===== config.mk =====
export PLATFORM = sky130hd
export DESIGN_NAME = decode_stage_flat
export DESIGN_NICKNAME = d
export VERILOG_FILES = /design/src/rtl/decode_stage_pkg.sv /design/src/rtl/decode_stage_if.sv /design/src/rtl/decode_fields.sv /design/src/rtl/decode_stage.sv /design/src/flat_wrapper.sv
export SDC_FILE = /design/constraint.sdc
export NUM_CORES = 1
export LEC_CHECK = 0
export CORE_UTILIZATION = 52
export CTS_CLUSTER_SIZE = 24
export DETAILED_ROUTE_END_ITERATION = 10
export GPL_TIMING_DRIVEN = 0
export PLACE_DENSITY = 0.8
export SLEW_MARGIN = 20
export SYNTH_ARGS = -nofsm -noshare
export SYNTH_HDL_FRONTEND = slang
export SYNTH_SLANG_ARGS = --single-unit

===== constraint.sdc =====
create_clock -name clk -period 2.3 [get_ports clk]
set_clock_uncertainty 0.2 [all_clocks]
set_input_delay 0.23 -clock clk [delete_from_list [all_inputs] [get_ports clk]]
set_output_delay 0.23 -clock clk [all_outputs]
set_load 0.005 [all_outputs]

===== src/rtl/decode_stage_pkg.sv =====
// decode_stage_pkg: opcode and ALU constants plus the decoded control bundle shared by the decode stage
package decode_stage_pkg;
  localparam logic [6:0] LOAD_OP   = 7'b0000011;
  localparam logic [6:0] STORE_OP  = 7'b0100011;
  localparam logic [6:0] REG_OP    = 7'b0110011;
  localparam logic [6:0] IMM_OP    = 7'b0010011;
  localparam logic [6:0] BRANCH_OP = 7'b1100011;
  localparam logic [6:0] JAL_OP    = 7'b1101111;
  localparam logic [6:0] JALR_OP   = 7'b1100111;
  localparam logic [6:0] LUI_OP    = 7'b0110111;
  localparam logic [6:0] AUIPC_OP  = 7'b0010111;
  localparam logic [3:0] ALU_ADD_OP  = 4'b0000;
  localparam logic [3:0] ALU_SLL_OP  = 4'b0001;
  localparam logic [3:0] ALU_SLT_OP  = 4'b0010;
  localparam logic [3:0] ALU_SLTU_OP = 4'b0011;
  localparam logic [3:0] ALU_XOR_OP  = 4'b0100;
  localparam logic [3:0] ALU_SRL_OP  = 4'b0101;
  localparam logic [3:0] ALU_OR_OP   = 4'b0110;
  localparam logic [3:0] ALU_AND_OP  = 4'b0111;
  localparam logic [3:0] ALU_SUB_OP  = 4'b1000;
  localparam logic [3:0] ALU_SRA_OP  = 4'b1101;
  typedef struct packed {
    logic [4:0] rs1;
    logic [4:0] rs2;
    logic [4:0] rd;
    logic [3:0] alu_op;
    logic       alu_use_rs2;
    logic       alu_use_pc;
    logic       reg_write;
    logic       mem_read;
    logic       mem_write;
    logic [2:0] mem_op_length;
    logic       branch;
    logic [2:0] branch_cond;
    logic       jump;
    logic       illegal;
  } ctrl_t;
endpackage


===== src/rtl/decode_stage_if.sv =====
// decode_stage_if: fetch-side handshake and execute-side decoded bundle.
// slave modport is the decode stage's view, master is the surrounding pipeline's view.
interface decode_stage_if #(parameter int XLEN = 32);
  logic            in_valid;
  logic            in_ready;
  logic [31:0]     instruction;
  logic [XLEN-1:0] pc_in;
  logic            out_valid;
  logic            out_ready;
  logic [XLEN-1:0] pc_out;
  logic [4:0]      rs1;
  logic [4:0]      rs2;
  logic [4:0]      rd;
  logic [XLEN-1:0] immediate;
  logic [3:0]      alu_op;
  logic            alu_use_rs2;
  logic            alu_use_pc;
  logic            reg_write;
  logic            mem_read;
  logic            mem_write;
  logic [2:0]      mem_op_length;
  logic            branch;
  logic [2:0]      branch_cond;
  logic            jump;
  logic            illegal;
  modport slave (
    input  in_valid, instruction, pc_in, out_ready,
    output in_ready, out_valid, pc_out, rs1, rs2, rd, immediate, alu_op, alu_use_rs2, alu_use_pc,
           reg_write, mem_read, mem_write, mem_op_length, branch, branch_cond, jump, illegal
  );
  modport master (
    output in_valid, instruction, pc_in, out_ready,
    input  in_ready, out_valid, pc_out, rs1, rs2, rd, immediate, alu_op, alu_use_rs2, alu_use_pc,
           reg_write, mem_read, mem_write, mem_op_length, branch, branch_cond, jump, illegal
  );
endinterface


===== src/rtl/decode_fields.sv =====
// decode_fields: combinational RV32I/RV64I decoder.
// Ports: instruction (raw 32-bit word) -> ctrl (control bundle), immediate (XLEN-wide operand).
module decode_fields
  import decode_stage_pkg::*;
#(
  parameter int XLEN = 32
) (
  input  logic [31:0]     instruction,
  output ctrl_t           ctrl,
  output logic [XLEN-1:0] immediate
);
  localparam int SW = (XLEN == 64) ? 6 : 5;
  logic [6:0] opc;
  logic [2:0] f3;
  logic is_load, is_store, is_reg, is_imm, is_branch, is_jal, is_jalr, is_lui, is_auipc;
  logic is_shift, bad_shift, bad_branch, illegal;
  assign opc       = instruction[6:0];
  assign f3        = instruction[14:12];
  assign is_load   = opc == LOAD_OP;
  assign is_store  = opc == STORE_OP;
  assign is_reg    = opc == REG_OP;
  assign is_imm    = opc == IMM_OP;
  assign is_branch = opc == BRANCH_OP;
  assign is_jal    = opc == JAL_OP;
  assign is_jalr   = opc == JALR_OP;
  assign is_lui    = opc == LUI_OP;
  assign is_auipc  = opc == AUIPC_OP;
  assign is_shift  = is_imm && (f3 == 3'b001 || f3 == 3'b101);
  // bit 30 selects logical/arithmetic; every other funct7 bit above the shamt must be zero
  assign bad_shift  = is_shift && ({instruction[31], instruction[29:26]} != 5'd0 || (XLEN == 32 && instruction[25]));
  assign bad_branch = is_branch && f3[2:1] == 2'b01;
  assign illegal    = !(is_load || is_store || is_reg || is_imm || is_branch || is_jal || is_jalr || is_lui || is_auipc)
                      || instruction[1:0] != 2'b11 || bad_shift || bad_branch;
  always_comb begin
    ctrl               = '0;
    ctrl.rs1           = is_lui ? 5'd0 : instruction[19:15];
    ctrl.rs2           = instruction[24:20];
    ctrl.rd            = instruction[11:7];
    ctrl.alu_op        = is_reg ? {instruction[30], f3} :
                         is_imm ? (f3 == 3'b101 ? {instruction[30], 3'b101} : {1'b0, f3}) :
                         is_branch ? ALU_SUB_OP : ALU_ADD_OP;
    ctrl.alu_use_rs2   = is_reg || is_branch;
    ctrl.alu_use_pc    = is_auipc || is_jal;
    ctrl.reg_write     = !illegal && (is_load || is_reg || is_imm || is_jal || is_jalr || is_lui || is_auipc);
    ctrl.mem_read      = !illegal && is_load;
    ctrl.mem_write     = !illegal && is_store;
    ctrl.mem_op_length = (is_load || is_store) ? f3 : 3'b000;
    ctrl.branch        = !illegal && is_branch;
    ctrl.branch_cond   = is_branch ? f3 : 3'b000;
    ctrl.jump          = !illegal && (is_jal || is_jalr);
    ctrl.illegal       = illegal;
    immediate          = is_store ? XLEN'($signed({instruction[31:25], instruction[11:7]})) :
                         is_branch ? XLEN'($signed({instruction[31], instruction[7], instruction[30:25], instruction[11:8], 1'b0})) :
                         (is_lui || is_auipc) ? XLEN'($signed({instruction[31:12], 12'b0})) :
                         is_jal ? XLEN'($signed({instruction[31], instruction[19:12], instruction[20], instruction[30:21], 1'b0})) :
                         is_shift ? XLEN'(instruction[20 +: SW]) :
                         (is_load || is_imm || is_jalr) ? XLEN'($signed(instruction[31:20])) : '0;
  end
endmodule


===== src/rtl/decode_stage.sv =====
// decode_stage: registered decode stage with a two-entry skid buffer between fetch and execute.
// Ports: clk, reset (sync, active-high), flush (sync discard of both entries), bus (decode_stage_if slave).
module decode_stage
  import decode_stage_pkg::*;
#(
  parameter int XLEN = 32
) (
  input  logic           clk,
  input  logic           reset,
  input  logic           flush,
  decode_stage_if.slave  bus
);
  ctrl_t           dec_ctrl, out_ctrl, skid_ctrl;
  logic [XLEN-1:0] dec_imm, out_imm, skid_imm, out_pc, skid_pc;
  logic            out_valid, skid_valid, accept, load_out;
  decode_fields #(.XLEN(XLEN)) u_fields (
    .instruction(bus.instruction),
    .ctrl       (dec_ctrl),
    .immediate  (dec_imm)
  );
  assign accept   = bus.in_valid && !skid_valid;
  assign load_out = !out_valid || bus.out_ready;
  always_ff @(posedge clk) begin
    if (reset) begin
      out_valid  <= 1'b0;
      skid_valid <= 1'b0;
      out_ctrl   <= '0;
      out_imm    <= '0;
      out_pc     <= '0;
      skid_ctrl  <= '0;
      skid_imm   <= '0;
      skid_pc    <= '0;
    end else if (flush) begin
      out_valid  <= 1'b0;
      skid_valid <= 1'b0;
    end else if (load_out) begin
      // a full skid blocks in_ready, so it and a new input never compete
      out_valid  <= skid_valid || accept;
      skid_valid <= 1'b0;
      if (skid_valid) begin
        out_ctrl <= skid_ctrl;
        out_imm  <= skid_imm;
        out_pc   <= skid_pc;
      end else if (accept) begin
        out_ctrl <= dec_ctrl;
        out_imm  <= dec_imm;
        out_pc   <= bus.pc_in;
      end
    end else if (accept) begin
      skid_valid <= 1'b1;
      skid_ctrl  <= dec_ctrl;
      skid_imm   <= dec_imm;
      skid_pc    <= bus.pc_in;
    end
  end
  assign bus.in_ready      = !skid_valid;
  assign bus.out_valid     = out_valid;
  assign bus.pc_out        = out_pc;
  assign bus.immediate     = out_imm;
  assign bus.rs1           = out_ctrl.rs1;
  assign bus.rs2           = out_ctrl.rs2;
  assign bus.rd            = out_ctrl.rd;
  assign bus.alu_op        = out_ctrl.alu_op;
  assign bus.alu_use_rs2   = out_ctrl.alu_use_rs2;
  assign bus.alu_use_pc    = out_ctrl.alu_use_pc;
  assign bus.reg_write     = out_ctrl.reg_write;
  assign bus.mem_read      = out_ctrl.mem_read;
  assign bus.mem_write     = out_ctrl.mem_write;
  assign bus.mem_op_length = out_ctrl.mem_op_length;
  assign bus.branch        = out_ctrl.branch;
  assign bus.branch_cond   = out_ctrl.branch_cond;
  assign bus.jump          = out_ctrl.jump;
  assign bus.illegal       = out_ctrl.illegal;
endmodule


===== src/flat_wrapper.sv =====
// flat-port wrapper written by rule: the top's interface ports become plain ports
module decode_stage_flat import decode_stage_pkg::*;
#(
  parameter int XLEN = 32
)
  (clk, reset, flush, bus_in_valid, bus_instruction, bus_pc_in, bus_out_ready, bus_in_ready, bus_out_valid, bus_pc_out, bus_rs1, bus_rs2, bus_rd, bus_immediate, bus_alu_op, bus_alu_use_rs2, bus_alu_use_pc, bus_reg_write, bus_mem_read, bus_mem_write, bus_mem_op_length, bus_branch, bus_branch_cond, bus_jump, bus_illegal);
  decode_stage_if #(.XLEN(XLEN)) bus_i ();
  input  logic clk;
  input  logic reset;
  input  logic flush;
  input wire logic [$bits(bus_i.in_valid)-1:0] bus_in_valid;
  input wire logic [$bits(bus_i.instruction)-1:0] bus_instruction;
  input wire logic [$bits(bus_i.pc_in)-1:0] bus_pc_in;
  input wire logic [$bits(bus_i.out_ready)-1:0] bus_out_ready;
  output wire logic [$bits(bus_i.in_ready)-1:0] bus_in_ready;
  output wire logic [$bits(bus_i.out_valid)-1:0] bus_out_valid;
  output wire logic [$bits(bus_i.pc_out)-1:0] bus_pc_out;
  output wire logic [$bits(bus_i.rs1)-1:0] bus_rs1;
  output wire logic [$bits(bus_i.rs2)-1:0] bus_rs2;
  output wire logic [$bits(bus_i.rd)-1:0] bus_rd;
  output wire logic [$bits(bus_i.immediate)-1:0] bus_immediate;
  output wire logic [$bits(bus_i.alu_op)-1:0] bus_alu_op;
  output wire logic [$bits(bus_i.alu_use_rs2)-1:0] bus_alu_use_rs2;
  output wire logic [$bits(bus_i.alu_use_pc)-1:0] bus_alu_use_pc;
  output wire logic [$bits(bus_i.reg_write)-1:0] bus_reg_write;
  output wire logic [$bits(bus_i.mem_read)-1:0] bus_mem_read;
  output wire logic [$bits(bus_i.mem_write)-1:0] bus_mem_write;
  output wire logic [$bits(bus_i.mem_op_length)-1:0] bus_mem_op_length;
  output wire logic [$bits(bus_i.branch)-1:0] bus_branch;
  output wire logic [$bits(bus_i.branch_cond)-1:0] bus_branch_cond;
  output wire logic [$bits(bus_i.jump)-1:0] bus_jump;
  output wire logic [$bits(bus_i.illegal)-1:0] bus_illegal;
  assign bus_i.in_valid = bus_in_valid;
  assign bus_i.instruction = bus_instruction;
  assign bus_i.pc_in = bus_pc_in;
  assign bus_i.out_ready = bus_out_ready;
  assign bus_in_ready = bus_i.in_ready;
  assign bus_out_valid = bus_i.out_valid;
  assign bus_pc_out = bus_i.pc_out;
  assign bus_rs1 = bus_i.rs1;
  assign bus_rs2 = bus_i.rs2;
  assign bus_rd = bus_i.rd;
  assign bus_immediate = bus_i.immediate;
  assign bus_alu_op = bus_i.alu_op;
  assign bus_alu_use_rs2 = bus_i.alu_use_rs2;
  assign bus_alu_use_pc = bus_i.alu_use_pc;
  assign bus_reg_write = bus_i.reg_write;
  assign bus_mem_read = bus_i.mem_read;
  assign bus_mem_write = bus_i.mem_write;
  assign bus_mem_op_length = bus_i.mem_op_length;
  assign bus_branch = bus_i.branch;
  assign bus_branch_cond = bus_i.branch_cond;
  assign bus_jump = bus_i.jump;
  assign bus_illegal = bus_i.illegal;
  decode_stage #(.XLEN(XLEN)) u_core (.clk(clk), .reset(reset), .flush(flush), .bus(bus_i));
endmodule

==> impl_results.rst, run 1 <==
.. list-table::
   :header-rows: 1

   * - Metric
     - Value
   * - Average routed wire per standard cell
     - 19.2 microns
   * - Initial antenna violation count
     - 0
   * - Top-count cell post-synth
     - sky130_fd_sc_hd__dfxtp_1
   * - Setup repair after global routing missed its margin
     - true
   * - Largest area contributor in the synthesized netlist
     - sky130_fd_sc_hd__dfxtp_1
   * - Fraction of synthesized cell area taken by the top area cell type
     - 46.3%
   * - # IOs
     - 168
   * - Overflow after GRT
     - 0
   * - Required time at the endpoint of the critical path
     - 1.87 ns
   * - Number of cells on the worst reg-to-reg path
     - 7
   * - Category of cells accounting for the largest share of critical-path delay
     - buffers and inverters
   * - Detailed-route wire length
     - 27100 microns
   * - Number of clock sinks
     - 196
   * - Worst slack, placed
     - -0.570 ns
   * - Vias after detailed routing
     - 8567
   * - Hold Path Class
     - in -> reg
   * - Nets@finish
     - 1250
   * - Largest net degree at the start of global routing
     - 18
   * - Total chip power
     - 7610 uW
   * - Initial core utilization
     - 53.4%
   * - Series of cell instances along the critical path
     - inv_1 -> buf_6 -> clkbuf_4 -> clkdlybuf4s50_1
   * - Layout Area Growth over Synthesis
     - 31.3%
   * - Hold path cells
     - 3
   * - Share of synthesized registers carrying an async set or reset
     - 0%
   * - Site row count
     - 46
   * - Post-route fraction of the period consumed by the critical path
     - 96.3%
   * - Number of logic stages on the critical path including buffering
     - 4
   * - Source-to-sink clock delay at the later pin of the worst-skew pair
     - 0.44 ns
   * - Clk Tree Root Cell
     - sky130_fd_sc_hd__clkbuf_16
   * - Run status
     - finished clean
   * - Post-CTS repair timing setup buffer count
     - 0
   * - Startpoint type of the worst setup path
     - flip-flop
   * - Die area
     - 0.0168 sq mm
   * - Placer's final routability congestion estimate
     - 0.945
   * - Syn Nets
     - 1066
   * - Average cell area after synthesis
     - 8.50 sq um
   * - Slew margin rel.
     - 39.8%
   * - # setup viols final
     - 0
   * - Die height
     - 130 microns
   * - Netlist cell types
     - 65
   * - Number of enable flip-flop cells after synthesis
     - 0
   * - Static leakage
     - 0.00381 uW
   * - Sum of buffers and inverters on the critical path
     - 4
   * - Port buffer count
     - 163
   * - Part of the Yosys area used for sequential elements
     - 46.3%
   * - Yosys warnings
     - 0
   * - Post-synthesis sequential element count
     - 196
   * - Global Route met2 Usage
     - 50.2%
   * - Peak Freq
     - 0.451 GHz
   * - Number of instances in the synthesized netlist
     - 997
   * - H-tree depth reported by CTS
     - 4
   * - PD cells
     - 684 mW/mm^2
   * - Crit path DAT
     - 1.79 ns
   * - Maximum capacitance violations
     - 0
   * - Overall routing resource usage
     - 32.4%
   * - Post-route DRC
     - 0
   * - Clock tree from TritonCTS
     - yes
   * - Antenna violation net count after detailed routing
     - 0
   * - Most used routing layer in global routing
     - met2
   * - Ys flop type
     - sky130_fd_sc_hd__dfxtp_1
   * - Type of element capturing the critical path
     - primary output
   * - Top area cells in the synthesized netlist
     - sky130_fd_sc_hd__dfxtp_1 46%, sky130_fd_sc_hd__a21oi_1 8.1%, sky130_fd_sc_hd__nand2_1 5.8%
   * - Hold Fails Final Rpt
     - 0
   * - Slowest stage cell on the critical path
     - sky130_fd_sc_hd__clkdlybuf4s50_1
   * - Final setup slack of the worst path
     - 0.0840 ns
   * - Half-perimeter wire length after detailed placement
     - 18900 microns
   * - Number of standard cells in the layout, taps in and fillers out
     - 1410
   * - First-pass GRT wire length
     - 41500 microns
   * - Total instance count after detailed placement
     - 1376
   * - Met1 demand-to-capacity share in global routing
     - 43.2%
   * - # diodes
     - 0
   * - Share of layout cells above drive strength 1
     - 9.13%
   * - Detailed Routing Iterations Pass 1
     - 5
   * - Post-DR vias/cell
     - 6.08
   * - Width of the die
     - 130 microns
   * - Most instantiated cells after synthesis
     - 196 x sky130_fd_sc_hd__dfxtp_1, 138 x sky130_fd_sc_hd__a21oi_1, 131 x sky130_fd_sc_hd__nand2_1
   * - Worst Tran Pin Value
     - 0.903 ns
   * - WS Path Type
     - reg -> out
   * - Buffers from clock root to sink, at most
     - 2
   * - End-of-flow core utilization
     - 70.1%
   * - Placeable core region
     - 0.0159 sq mm
   * - Number of violations reported at the end of detailed-routing iteration 0
     - 983
   * - Shortest period the worst path allows
     - 2.22 ns
   * - Maximum fanout encountered on the critical timing path
     - 10
   * - Delay of the slowest critical-path stage
     - 0.51 ns
   * - Vias in the first global route
     - 7835
   * - TritonCTS buffer count
     - 17
   * - Mapped Area
     - 0.00848 sq mm
   * - Final Max Tran Viols
     - 0
   * - Clock transition at the register clock pins on the worst setup and hold paths after CTS
     - 0.07 ns
   * - GR Layer Usage met3
     - 6.81%
   * - Worst hold slack after final layout
     - 0.0259 ns
   * - Worst VDD drop
     - 0.551 mV
-- logic make-up after synthesis --
group | Yosys count | synth area share [%]
compound gates | 355 | 26.8
mux | 47 | 5.55
simple gates | 295 | 16.1
buf+inv | 103 | 5.18
xor+xnor | 1 | 0.103
flops | 196 | 46.3
-- per-stage QoR --
| stage | instance area [sq um] | setup TNS, ns |
|---|---|---|
| after floorplan | 8480 | 0 |
| final | 11100 | 0 |
| after detailed placement | 10400 | -72.72 |
| after CTS | 11100 | 0 |
| after global placement | 10400 | -66.50 |
| after global routing | 11100 | -0.0611 |
-- per-layer routing --
metal,share of wire (%),vias to the layer above
li1,-,3978
met1,43,4060
met4,3.2,0
met2,45,465
met3,8.7,64
met5,0,-
-- final cells by class --
cell class                 instances  area (sq um)
buffer                            98           465
clock buffer                      19           443
clock inverter                    13           203
fill                            1299          4750
inverter                           5          18.8
multi-input combinational        698          4160
sequential                       196          3920
tap                              216           270
timing repair buffer             165          1650
-- worst reg2reg max path, stage by stage (launching register included) --
cell and delay (ns):
sky130_fd_sc_hd__dfxtp_1 0.31, sky130_fd_sc_hd__buf_2 0.18, sky130_fd_sc_hd__o21bai_1 0.47, sky130_fd_sc_hd__nor2_4 0.13, sky130_fd_sc_hd__clkbuf_4 0.25, sky130_fd_sc_hd__clkbuf_4 0.25
sky130_fd_sc_hd__o21ai_0 0.22, sky130_fd_sc_hd__nor2_1 0.06
-- placed cells by master (no fill, tap or decap), types with 13 or more instances in the layout --
cell type,Yosys,layout
sky130_fd_sc_hd__a21oi_1,138,138
sky130_fd_sc_hd__buf_2,22,20
sky130_fd_sc_hd__nand3_1,32,32
sky130_fd_sc_hd__nand4_1,13,13
sky130_fd_sc_hd__clkbuf_1,64,47
sky130_fd_sc_hd__o211ai_1,15,15
sky130_fd_sc_hd__mux2i_1,47,47
sky130_fd_sc_hd__o21ai_0,72,72
sky130_fd_sc_hd__clkbuf_16,0,17
sky130_fd_sc_hd__a211oi_1,50,50
sky130_fd_sc_hd__nand2b_1,15,15
sky130_fd_sc_hd__a31oi_1,18,18
sky130_fd_sc_hd__dfxtp_1,196,196
sky130_fd_sc_hd__clkdlybuf4s50_1,0,163
sky130_fd_sc_hd__clkbuf_2,0,20
sky130_fd_sc_hd__nand2_1,131,131
sky130_fd_sc_hd__nor2_1,68,67
-- power by group --
| group | internal (uW) | leakage (uW) | switching, uW |
|---|---|---|---|
| Sequential | 3490 | 0.00159 | 53.4 |
| Clock | 1870 | 0.000303 | 1380 |
| Combinational | 385 | 0.00192 | 433 |
-- final timing paths --
path / start / end / slack, ns
worst max-delay path: u_core.skid_valid / bus_in_ready / 0.08
worst max register to register: u_core.skid_valid / u_core.bus.rs1[0] / 0.12
worst min-delay path: bus_instruction[14] / u_core.skid_ctrl[8] / 0.03
worst min register to register: u_core.skid_ctrl[9] / u_core.skid_ctrl[9] / 0.25
-- repair_timing --
action | CTS | global route
pin swaps | 0 | 0
setup endpoints to repair | 105 | 155
endpoints found under the hold margin | 16 | 0
gates resized for setup | 10 | 41
cloned | 0 | 0
hold buffers | 2 | 0
-- state kept, by name, summed over array words and instances (netlist names), 3 cells and up --
signal,count
u_core.bus.rs1,5
u_core.bus.rs2,5
u_core.bus.pc_out,32
u_core.bus.immediate,32
u_core.bus.rd,5
u_core.skid_ctrl,33
u_core.bus.branch_cond,3
u_core.skid_imm,32
u_core.bus.mem_op_length,3
u_core.bus.alu_op,4
u_core.skid_pc,32
No activity file was read; power rests on OpenSTA's default activity.
==> run 2, diff against run 1 <==
--- a/config.mk
+++ b/config.mk
@@ -5,11 +5,10 @@
 export SDC_FILE = /design/constraint.sdc
 export NUM_CORES = 1
 export LEC_CHECK = 0
-export CORE_UTILIZATION = 52
+export CORE_UTILIZATION = 30
 export CTS_CLUSTER_SIZE = 24
 export DETAILED_ROUTE_END_ITERATION = 10
 export GPL_TIMING_DRIVEN = 0
-export PLACE_DENSITY = 0.8
 export SLEW_MARGIN = 20
 export SYNTH_ARGS = -nofsm -noshare
 export SYNTH_HDL_FRONTEND = slang
==> constraint.sdc (replaced) <==
create_clock -name clk -period 2.3 [get_ports clk]
set_clock_uncertainty 0.2 [all_clocks]
set_input_delay 0.23 -clock clk [delete_from_list [all_inputs] [get_ports clk]]
set_output_delay 0.23 -clock clk [all_outputs]
set_load 0.1 [all_outputs]
==> run 2 against run 1 <==
Effect of this change:
- die area increased by 72%
- power increased by 4.8%
- worst setup slack got worse by 0.0047 ns
- via count decreased by 3.0%
- count of clock-buffer cells in the layout decreased by 2
- sequential power about the same
- final cell count increased by 12%
- design area increased by 0.37%
- maximum frequency decreased by 0.21%
- clock power decreased by 6%
- sequential cell count unchanged
==> impl_results.rst, run 2 (synthesis results as in run 1) <==
.. list-table::
   :header-rows: 1

   * - Metric
     - Value
   * - Run status
     - finished clean
   * - # IOs
     - 168 (unchanged)
   * - Worst VDD drop
     - 0.415 mV (-25%)
   * - Required time at the endpoint of the critical path
     - 2.47 ns (+0.60 ns)
   * - Half-perimeter wire length after detailed placement
     - 21300 microns (+13%)
   * - Reg2Reg Launch Point
     - u_core.skid_valid
   * - TritonCTS buffer count
     - 17 (unchanged)
   * - Source-to-sink clock delay at the later pin of the worst-skew pair
     - 0.43 ns (about the same)
   * - Site row count
     - 61 (+33%)
   * - Hold path cells
     - 3 (unchanged)
   * - Worst reg2reg path endpoint
     - u_core.bus.rs1[4]
   * - Total chip power
     - 7980 uW (+4.8%)
   * - Die height
     - 170 microns (+31%)
   * - Largest net degree at the start of global routing
     - 19 (+1)
   * - Delay of the slowest critical-path stage
     - 0.70 ns (+0.19 ns)
   * - Overall routing resource usage
     - 20.4% (-12 points)
   * - Placeable core region
     - 0.0278 sq mm (+75%)
   * - First-pass GRT wire length
     - 45300 microns (+9.1%)
   * - Static leakage
     - 0.00419 uW (+10%)
   * - Antenna violation net count after detailed routing
     - 0 (unchanged)
   * - Vias after detailed routing
     - 8308 (-3.0%)
   * - Average routed wire per standard cell
     - 18.7 microns (-3.0%)
   * - Vias in the first global route
     - 7899 (+0.82%)
   * - Detailed-route wire length
     - 29400 microns (+8.2%)
   * - Slowest stage cell on the critical path
     - sky130_fd_sc_hd__nor2_1
   * - Biggest register
     - u_core.skid_ctrl
   * - Width of the die
     - 170 microns (+31%)
   * - Flip-flop count of the largest register, all copies and words added
     - 33 (unchanged)
   * - Clk Tree Root Cell
     - sky130_fd_sc_hd__clkbuf_16
   * - Worst Tran Pin Value
     - 1.04 ns (+0.136 ns)
   * - Post-DR vias/cell
     - 5.28 (-13%)
   * - Nets@finish
     - 1249 (-0.080%)
   * - Die area
     - 0.0289 sq mm (+72%)
   * - Maximum fanout encountered on the critical timing path
     - 10 (unchanged)
   * - Series of cell instances along the critical path
     - clkdlybuf4s50_1 -> buf_2 -> nand3b_1 -> nor2_1 -> and3_1 -> a32o_1
   * - Setup repair after global routing missed its margin
     - true
   * - Slew margin rel.
     - 31.0% (-8.8 points)
   * - Initial antenna violation count
     - 2 (+2)
   * - Buffers from clock root to sink, at most
     - 2 (unchanged)
   * - Crit path DAT
     - 2.39 ns (+0.60 ns)
   * - Commonest non-fill, non-tap cell in the layout
     - sky130_fd_sc_hd__dfxtp_1
   * - Sum of buffers and inverters on the critical path
     - 2 (-2)
   * - # setup viols final
     - 0 (unchanged)
   * - Hold Path Class
     - in -> reg
   * - Leading cell types in the layout, fill and taps excluded
     - 195 x sky130_fd_sc_hd__dfxtp_1, 138 x sky130_fd_sc_hd__a21oi_1, 131 x sky130_fd_sc_hd__nand2_1
   * - End-of-flow core utilization
     - 40.2% (-30 points)
   * - Worst Hold Launch
     - bus_instruction[14]
   * - Maximum capacitance violations
     - 0 (unchanged)
   * - Layout Area Growth over Synthesis
     - 31.8%
   * - Capture endpoint of the worst hold path
     - u_core.skid_ctrl[4]
   * - Shortest period the worst path allows
     - 2.22 ns (+0.00470 ns)
   * - Placer's final routability congestion estimate
     - 0.940 (-0.56%)
   * - Peak Freq
     - 0.450 GHz (-0.21%)
   * - Post-route DRC
     - 0 (unchanged)
   * - Post-CTS repair timing setup buffer count
     - 0 (unchanged)
   * - Number of clock sinks
     - 196 (unchanged)
   * - Number of violations reported at the end of detailed-routing iteration 0
     - 751 (-24%)
   * - Detailed Routing Iterations Pass 1
     - 7 (+2)
   * - Share of layout cells above drive strength 1
     - 9.47% (+0.34 points)
   * - Hold Fails Final Rpt
     - 0 (unchanged)
   * - WS Path Type
     - in -> reg
   * - Final Max Tran Viols
     - 0 (unchanged)
   * - Internal reg-to-reg setup slack
     - 0.09 ns (-0.03 ns)
   * - Total instance count after detailed placement
     - 1538 (+12%)
   * - Category of cells accounting for the largest share of critical-path delay
     - simple AND/OR/NAND/NOR gates
   * - Clock transition at the register clock pins on the worst setup and hold paths after CTS
     - 0.07 ns (about the same)
   * - H-tree depth reported by CTS
     - 4 (unchanged)
   * - Post-route fraction of the period consumed by the critical path
     - 96.6% (+0.20 points)
   * - Type of element capturing the critical path
     - flip-flop
   * - Clock tree from TritonCTS
     - yes
   * - Overflow after GRT
     - 0 (unchanged)
   * - PD cells
     - 714 mW/mm^2 (+4.4%)
   * - Initial core utilization
     - 30.5% (-23 points)
   * - Startpoint type of the worst setup path
     - primary input
   * - FILL cells
     - 2932 (+130%)
   * - Port buffer count
     - 163 (unchanged)
   * - Number of standard cells in the layout, taps in and fillers out
     - 1573 (+12%)
   * - Number of cells on the worst reg-to-reg path
     - 5 (-2)
==> run 2: cell types whose count changed in the layout (fill, tap and decap cells not counted), sizes merged <==
cell	change
inv	+4
clkdlybuf4s50	-99
bufinv	-2
clkinv	-1
buf	+4
clkinvlp	+1
diode	+2
dlygate4sd2	+98
clkbuf	-6
==> run 2: final cells by class <==
| type | count | area [sq um] | share of cell area (%) |
|---|---|---|---|
| Sequential cell | 196 | 3930 | 35.1 |
| Antenna cell | 2 | 5.00 | 0.0448 |
| Clock buffer | 17 | 425 | 3.81 |
| Buffer | 97 | 452 | 4.04 |
| Tap cell | 378 | 473 | 4.23 |
| Multi-Input combinational cell | 698 | 4180 | 37.4 |
| Clock inverter | 15 | 173 | 1.54 |
| Inverter | 5 | 18.8 | 0.168 |
| Timing Repair Buffer | 165 | 1530 | 13.7 |
==> run 2: tightest hold or removal path: stages <==
cell	delay, ns
sky130_fd_sc_hd__clkbuf_1	0.22
sky130_fd_sc_hd__nand3_1	0.13
sky130_fd_sc_hd__a21oi_1	0.06
==> run 2: where the power goes <==
| part | internal, uW | switching (uW) | total (uW) |
|---|---|---|---|
| clock network | 1640 | 1430 | 3060 |
| logic | 324 | 1050 | 1370 |
| registers | 3490 | 53.3 | 3540 |
==> run 2: what timing repair did <==
item / 4_1_cts / 5_1_grt
hold buffers: 2 / 0
endpoints found under the hold margin: 14 / 0
endpoints found under the setup margin: 243 / 140
pin swaps: 0 / 0
gates resized for setup: 120 / 29
==> run 2: stage by stage <==
step	hold WS (ns)	TNS, ns	worst slack (ns)	area, sq um
detailed placement	0.246	-95.17	-0.719	10600
floorplan	0.101	0	0.00724	8480
global placement	0.238	-91.62	-0.713	10600
finish	0.0658	0	0.0793	11200
global route	0.0875	-0.0119	-0.0119	11200
CTS	0.0478	0	0.00538	11100
==> run 2: routing by layer <==
metal	GRT usage, %	routed length (microns)	vias to the layer above
met1	28.6	13500	3999
met3	3.19	2090	26
met5	0	0	-
met2	32.0	13200	316
li1	-	-	3967
met4	5.64	595	0
==> run 2: worst max path at each step <==
stage / startpoint / endpoint / slack (ns) / depth (start not counted)
after floorplan: u_core.skid_valid / u_core.bus.alu_op[1] / 0.007 / 5
after global placement: u_core.skid_valid / bus_in_ready / -0.71 / 4
after detailed placement: reset / u_core.skid_ctrl[31] / -0.72 / 5
after CTS: u_core.skid_valid / u_core.bus.rs1[4] / 0.005 / 7
after global routing: bus_instruction[1] / u_core.bus.mem_op_length[1] / -0.01 / 6
final: bus_instruction[6] / u_core.skid_ctrl[5] / 0.08 / 6
==> variant 1, RTL diff (flow settings as in run 2) <==
Reset style: asynchronous (`reset`), changed in one clocked block.
--- a/src/rtl/decode_stage.sv
+++ b/src/rtl/decode_stage.sv
@@ -20,7 +20,7 @@
   );
   assign accept   = bus.in_valid && !skid_valid;
   assign load_out = !out_valid || bus.out_ready;
-  always_ff @(posedge clk) begin
+  always_ff @(posedge clk or posedge reset) begin
     if (reset) begin
       out_valid  <= 1'b0;
       skid_valid <= 1'b0;
Check against the original RTL: differs if reset is asserted again (counterexample within 4 cycles, from zero or initial values and one cycle with reset high); with reset held inactive, the same outputs for 4 cycles.
==> variant 1 against run 2 <==
- routed wire length grew 1.1%
- synthesized cell count decreased by 4.9%
- sequential cell count is the same
- area after synthesis is 5.7% higher
- core utilization up 0.25 points
- first-iteration DRC count down 18%
- fmax is 1.5% higher
- worst setup slack better by 0.033 ns
- via count shrank 4.5%
- final area increased by 5.1%
Power is not compared: it rests on default switching activity, and its combinational part moved more than twofold at a synthesized area within 25%.
==> variant 1: results (changes against run 2) <==
status: "complete, no violations"
r2r_end: "u_core.skid_ctrl[18]"
grt_pass1_vias: 7841  # -0.73%
seq_area_frac_synth: 0.547  # +0.0846
drive_gt1_frac: 0.0964  # +0.00172
ys_top_cells_by_count: "250 x nand2_1, 196 x dfrtp_1, 74 x o21ai_0, 42 x mux2i_1, 41 x nand3_1"
track_usage: 0.198  # -0.00599
fillers: 2922  # -0.34%
rr_startpoint: "u_core.skid_valid"
drt-total-wl_um: 29700  # +1.1%
ys.flop_type: "dfrtp_1"
synth.area.top_cells: "dfrtp_1 55%, nand2_1 10%, mux2i_1 4.7%"
worst_pin_slew_ns: 1.07  # +0.0270 ns
final_core_util: 0.405  # +0.00255
use_met3: 0.0337  # +0.00186
critPathLaunch: "bus_instruction[0]"
cts_buffers: 17  # unchanged
grt_max_degree: 33  # +14
vias: 7933  # -4.5%
gr-usage-met2: 0.314  # -0.00589
dr.first_iter.drc_count: 618  # -18%
n_antenna_cell: 0  # -2
holdCritPathClass: "in2async"
pre_cts_ws_ns: -0.736  # -0.0170 ns
firstDrtPassIters: 5  # -2
r2r_slack_ns: 0.13  # +0.04 ns
async_flop_share: 1.00  # +1.00
met1_usage: 0.275  # -0.0111
syn_nets: 1017  # -4.6%
synth_cell_types: 62  # -4.6%
grt_pass1_wl_um: 46200  # +2.2%
antenna_found_initial: 0  # -2
portBuffers: 166  # +1.8%
post-route-period-util: 0.951  # -0.0146
p_leak_nw: 5.34
fin_nets: 1208  # -3.3%
routabilityCongestion: 0.881  # -6.2%
rr_worst_depth: 7  # +2
place_area_sq_um: 11300  # +6.5%
cp-endpoint: "u_core.skid_imm[14]"
dp_hpwl_um: 21700  # +2.0%
worstPathArrival_ns: 2.34  # -0.05 ns
variant 1: stage by stage:
stage          power (mW)  std cells  setup TNS [ns]
5_1_grt              10.7       1535               0
3_5_place_dp         7.53       1505          -31.18
2_1_floorplan        6.57        948         -132.54
4_1_cts              10.3       1535               0
6_report             10.3       1535               0
3_3_place_gp         7.46       1498         -494.12
variant 1: final cells by class:
type / instances / area share
well taps: 384 / 0.0409
clock inverters: 14 / 0.0122
clock buffers: 17 / 0.0362
inverters: 21 / 0.00714
plain buffers: 70 / 0.0299
multi-input cells: 660 / 0.312
flip-flops and latches: 196 / 0.418
repair buffers: 173 / 0.144
variant 1: layer usage:
layer / vias to the layer above / part of all wire
met5: - / 0
met1: 3891 / 0.45
met2: 288 / 0.47
met4: 0 / 0.022
li1: 3711 / -
met3: 43 / 0.057
variant 1: how the worst min path moves through the flow:
stage | slack (ns) | end
6_report | 0.05 | u_core.bus.pc_out[1]
5_1_grt | 0.11 | u_core.bus.pc_out[1]
4_1_cts | 0.06 | u_core.bus.pc_out[5]
3_5_place_dp | 0.26 | u_core.skid_pc[26]
3_3_place_gp | 0.25 | u_core.skid_ctrl[4]
2_1_floorplan | 0.14 | u_core.skid_ctrl[18]
variant 1: repair_timing:
item	in CTS	in global routing
setup endpoints to repair	143	90
gates resized for setup	112	11
pin swaps	0	0
variant 1: critical path, stage by stage:
cell             delay (ns)
clkdlybuf4s50_1        0.67
nand4b_1               0.26
nor2_1                 0.32
clkbuf_1               0.36
o21ai_0                0.25
a31oi_1                0.24
variant 1: power by group:
| part | total, mW | internal (mW) | switching [mW] |
|---|---|---|---|
| sequential | 4.22 | 3.95 | 0.272 |
| combinational | 3.07 | 0.659 | 2.41 |
| clock | 2.99 | 1.53 | 1.46 |
| total | 10.3 | 6.14 | 4.15 |
variant 1: cell families after synthesis:
logic type,count (synthesis),share of synthesized area
AO/OA/AOI/OAI,233,0.168
AND/OR/NAND/NOR,382,0.187
flip-flops,196,0.547
multiplexers,44,0.0494
buffers and inverters,92,0.0466
XOR/XNOR,1,0.000978
==> variant 2, RTL diff (config.mk and constraints of run 2) <==
Made on the original files. `XLEN` is set to 32 in 4 places; all go to 40. Comments in the files are not updated.
--- a/src/rtl/decode_stage_if.sv
+++ b/src/rtl/decode_stage_if.sv
@@ -1,6 +1,6 @@
 // decode_stage_if: fetch-side handshake and execute-side decoded bundle.
 // slave modport is the decode stage's view, master is the surrounding pipeline's view.
-interface decode_stage_if #(parameter int XLEN = 32);
+interface decode_stage_if #(parameter int XLEN = 40);
   logic            in_valid;
   logic            in_ready;
   logic [31:0]     instruction;
--- a/src/rtl/decode_fields.sv
+++ b/src/rtl/decode_fields.sv
@@ -3,7 +3,7 @@
 module decode_fields
   import decode_stage_pkg::*;
 #(
-  parameter int XLEN = 32
+  parameter int XLEN = 40
 ) (
   input  logic [31:0]     instruction,
   output ctrl_t           ctrl,
--- a/src/rtl/decode_stage.sv
+++ b/src/rtl/decode_stage.sv
@@ -3,7 +3,7 @@
 module decode_stage
   import decode_stage_pkg::*;
 #(
-  parameter int XLEN = 32
+  parameter int XLEN = 40
 ) (
   input  logic           clk,
   input  logic           reset,
--- a/src/flat_wrapper.sv
+++ b/src/flat_wrapper.sv
@@ -1,7 +1,7 @@
 // flat-port wrapper written by rule: the top's interface ports become plain ports
 module decode_stage_flat import decode_stage_pkg::*;
 #(
-  parameter int XLEN = 32
+  parameter int XLEN = 40
 )
   (clk, reset, flush, bus_in_valid, bus_instruction, bus_pc_in, bus_out_ready, bus_in_ready, bus_out_valid, bus_pc_out, bus_rs1, bus_rs2, bus_rd, bus_immediate, bus_alu_op, bus_alu_use_rs2, bus_alu_use_pc, bus_reg_write, bus_mem_read, bus_mem_write, bus_mem_op_length, bus_branch, bus_branch_cond, bus_jump, bus_illegal);
   decode_stage_if #(.XLEN(XLEN)) bus_i ();
Interface: changed (resized bus_immediate, bus_pc_in and bus_pc_out); port bits go from 168 to 192. The function was not compared with the original's and may differ.
==> variant 2 against run 2 <==
- core utilization grew 1.3 points
- hold slack lost 0.015 ns
- final area grew 8.2%
- power grew 15%
- clock power grew 26%
- sequential cell count grew 16
- worst setup slack lost 0.043 ns
- area after synthesis grew 5.7%
- routed wire length grew 8.3%
- critical path type is now reg2out
- largest power group is now clock
==> variant 2: results (changes against run 2) <==
cp_slowest_cell: "clkdlybuf4s15_1"
drt-total-wl_um: 31800  # +8.3%
cts_htree_levels: 1  # -3
cp-endpoint: "bus_mem_write"
rr_worst_depth: 6  # +1
fin_nets: 1363  # +9.1%
max_stage_delay_ns: 0.86  # +0.16 ns
status: "complete, no violations"
synth_cell_types: 58  # -11%
synth_compound_area_frac: 0.227  # -0.0410
ys_top_cells_by_count: "212 x dfxtp_1, 170 x nand2_1, 122 x nor2_1, 107 x a21oi_1, 77 x a211oi_1"
grt_pass1_vias: 8378  # +6.1%
p_leak_nw: 4.52  # +7.7%
crit_fanout: 2  # -8
grt_pass1_wl_um: 48800  # +7.8%
synth.area.mux_share: 0.0569  # +0.00145
r2r_slack_ns: 0.11  # +0.02 ns
cts_resized: 158  # +32%
synthCells: 1072  # +7.5%
seq_area_frac_synth: 0.473  # +0.0106
dr.first_iter.drc_count: 791  # +5.3%
worstPathArrival_ns: 1.83  # -0.56 ns
drive_gt1_frac: 0.0974  # +0.00267
ir_drop_uv: 479  # +15%
place_inst: 1644  # +6.9%
cp_top_family: "buffers and inverters"
grt_max_degree: 20  # +1
vias: 8701  # +4.7%
cts_setup_buffers: 2  # +2
cts_buffers: 24  # +7
portBuffers: 188  # +15%
clockBufferDepth: 3  # +1
routabilityCongestion: 0.945  # +0.54%
synth.area.top_cells: "dfxtp_1 47%, nand2_1 7.1%, a211oi_1 6.4%"
wl_per_cell_um: 18.8  # +0.84%
==> variant 2: power breakdown <==
| part | internal (mW) | switching [mW] | total [mW] |
|---|---|---|---|
| Clock | 2.29 | 1.55 | 3.85 |
| Sequential | 3.78 | 0.0581 | 3.84 |
| Combinational | 0.360 | 1.14 | 1.50 |
==> variant 2: stage by stage <==
| step | setup slack, ns | area (sq um) | total power [mW] |
|---|---|---|---|
| global placement | -0.743 | 11300 | 5.46 |
| finish | 0.0363 | 12100 | 9.18 |
| floorplan | 0.0653 | 8970 | 4.94 |
| global route | 0.000426 | 12100 | 9.50 |
| detailed placement | -0.722 | 11300 | 5.47 |
| CTS | 0.0144 | 12000 | 9.24 |
==> variant 2: per-layer routing <==
layer,track usage,share of wire,wire length [um]
met5,0,0.00041,13
met4,0.0489,0.021,653
met3,0.0592,0.095,3010
met2,0.326,0.45,14400
met1,0.271,0.43,13700
==> variant 2: worst min path at each step <==
| stage | from | end | slack [ns] | cells after the start |
|---|---|---|---|---|
| final | bus_instruction[12] | u_core.skid_imm[12] | 0.05 | 3 |
| after global routing | bus_instruction[12] | u_core.skid_ctrl[2] | 0.07 | 3 |
| after CTS | bus_instruction[12] | u_core.skid_imm[12] | 0.01 | 3 |
| after detailed placement | u_core.skid_imm[9] | u_core.skid_imm[9] | 0.24 | 2 |
| after global placement | u_core.skid_imm[10] | u_core.skid_imm[10] | 0.24 | 2 |
| after floorplan | flush | u_core.bus.out_valid | 0.10 | 1 |
==> variant 2: layout make-up <==
cell class | count | area, sq um
clock buffer | 38 | 734
buffer | 104 | 512
timing repair buffer | 190 | 1780
fill | 3016 | 17000
multi-input combinational | 752 | 4270
antenna | 1 | 2.50
tap | 384 | 480
clock inverter | 6 | 57.6
sequential | 212 | 4250
inverter | 2 | 7.51
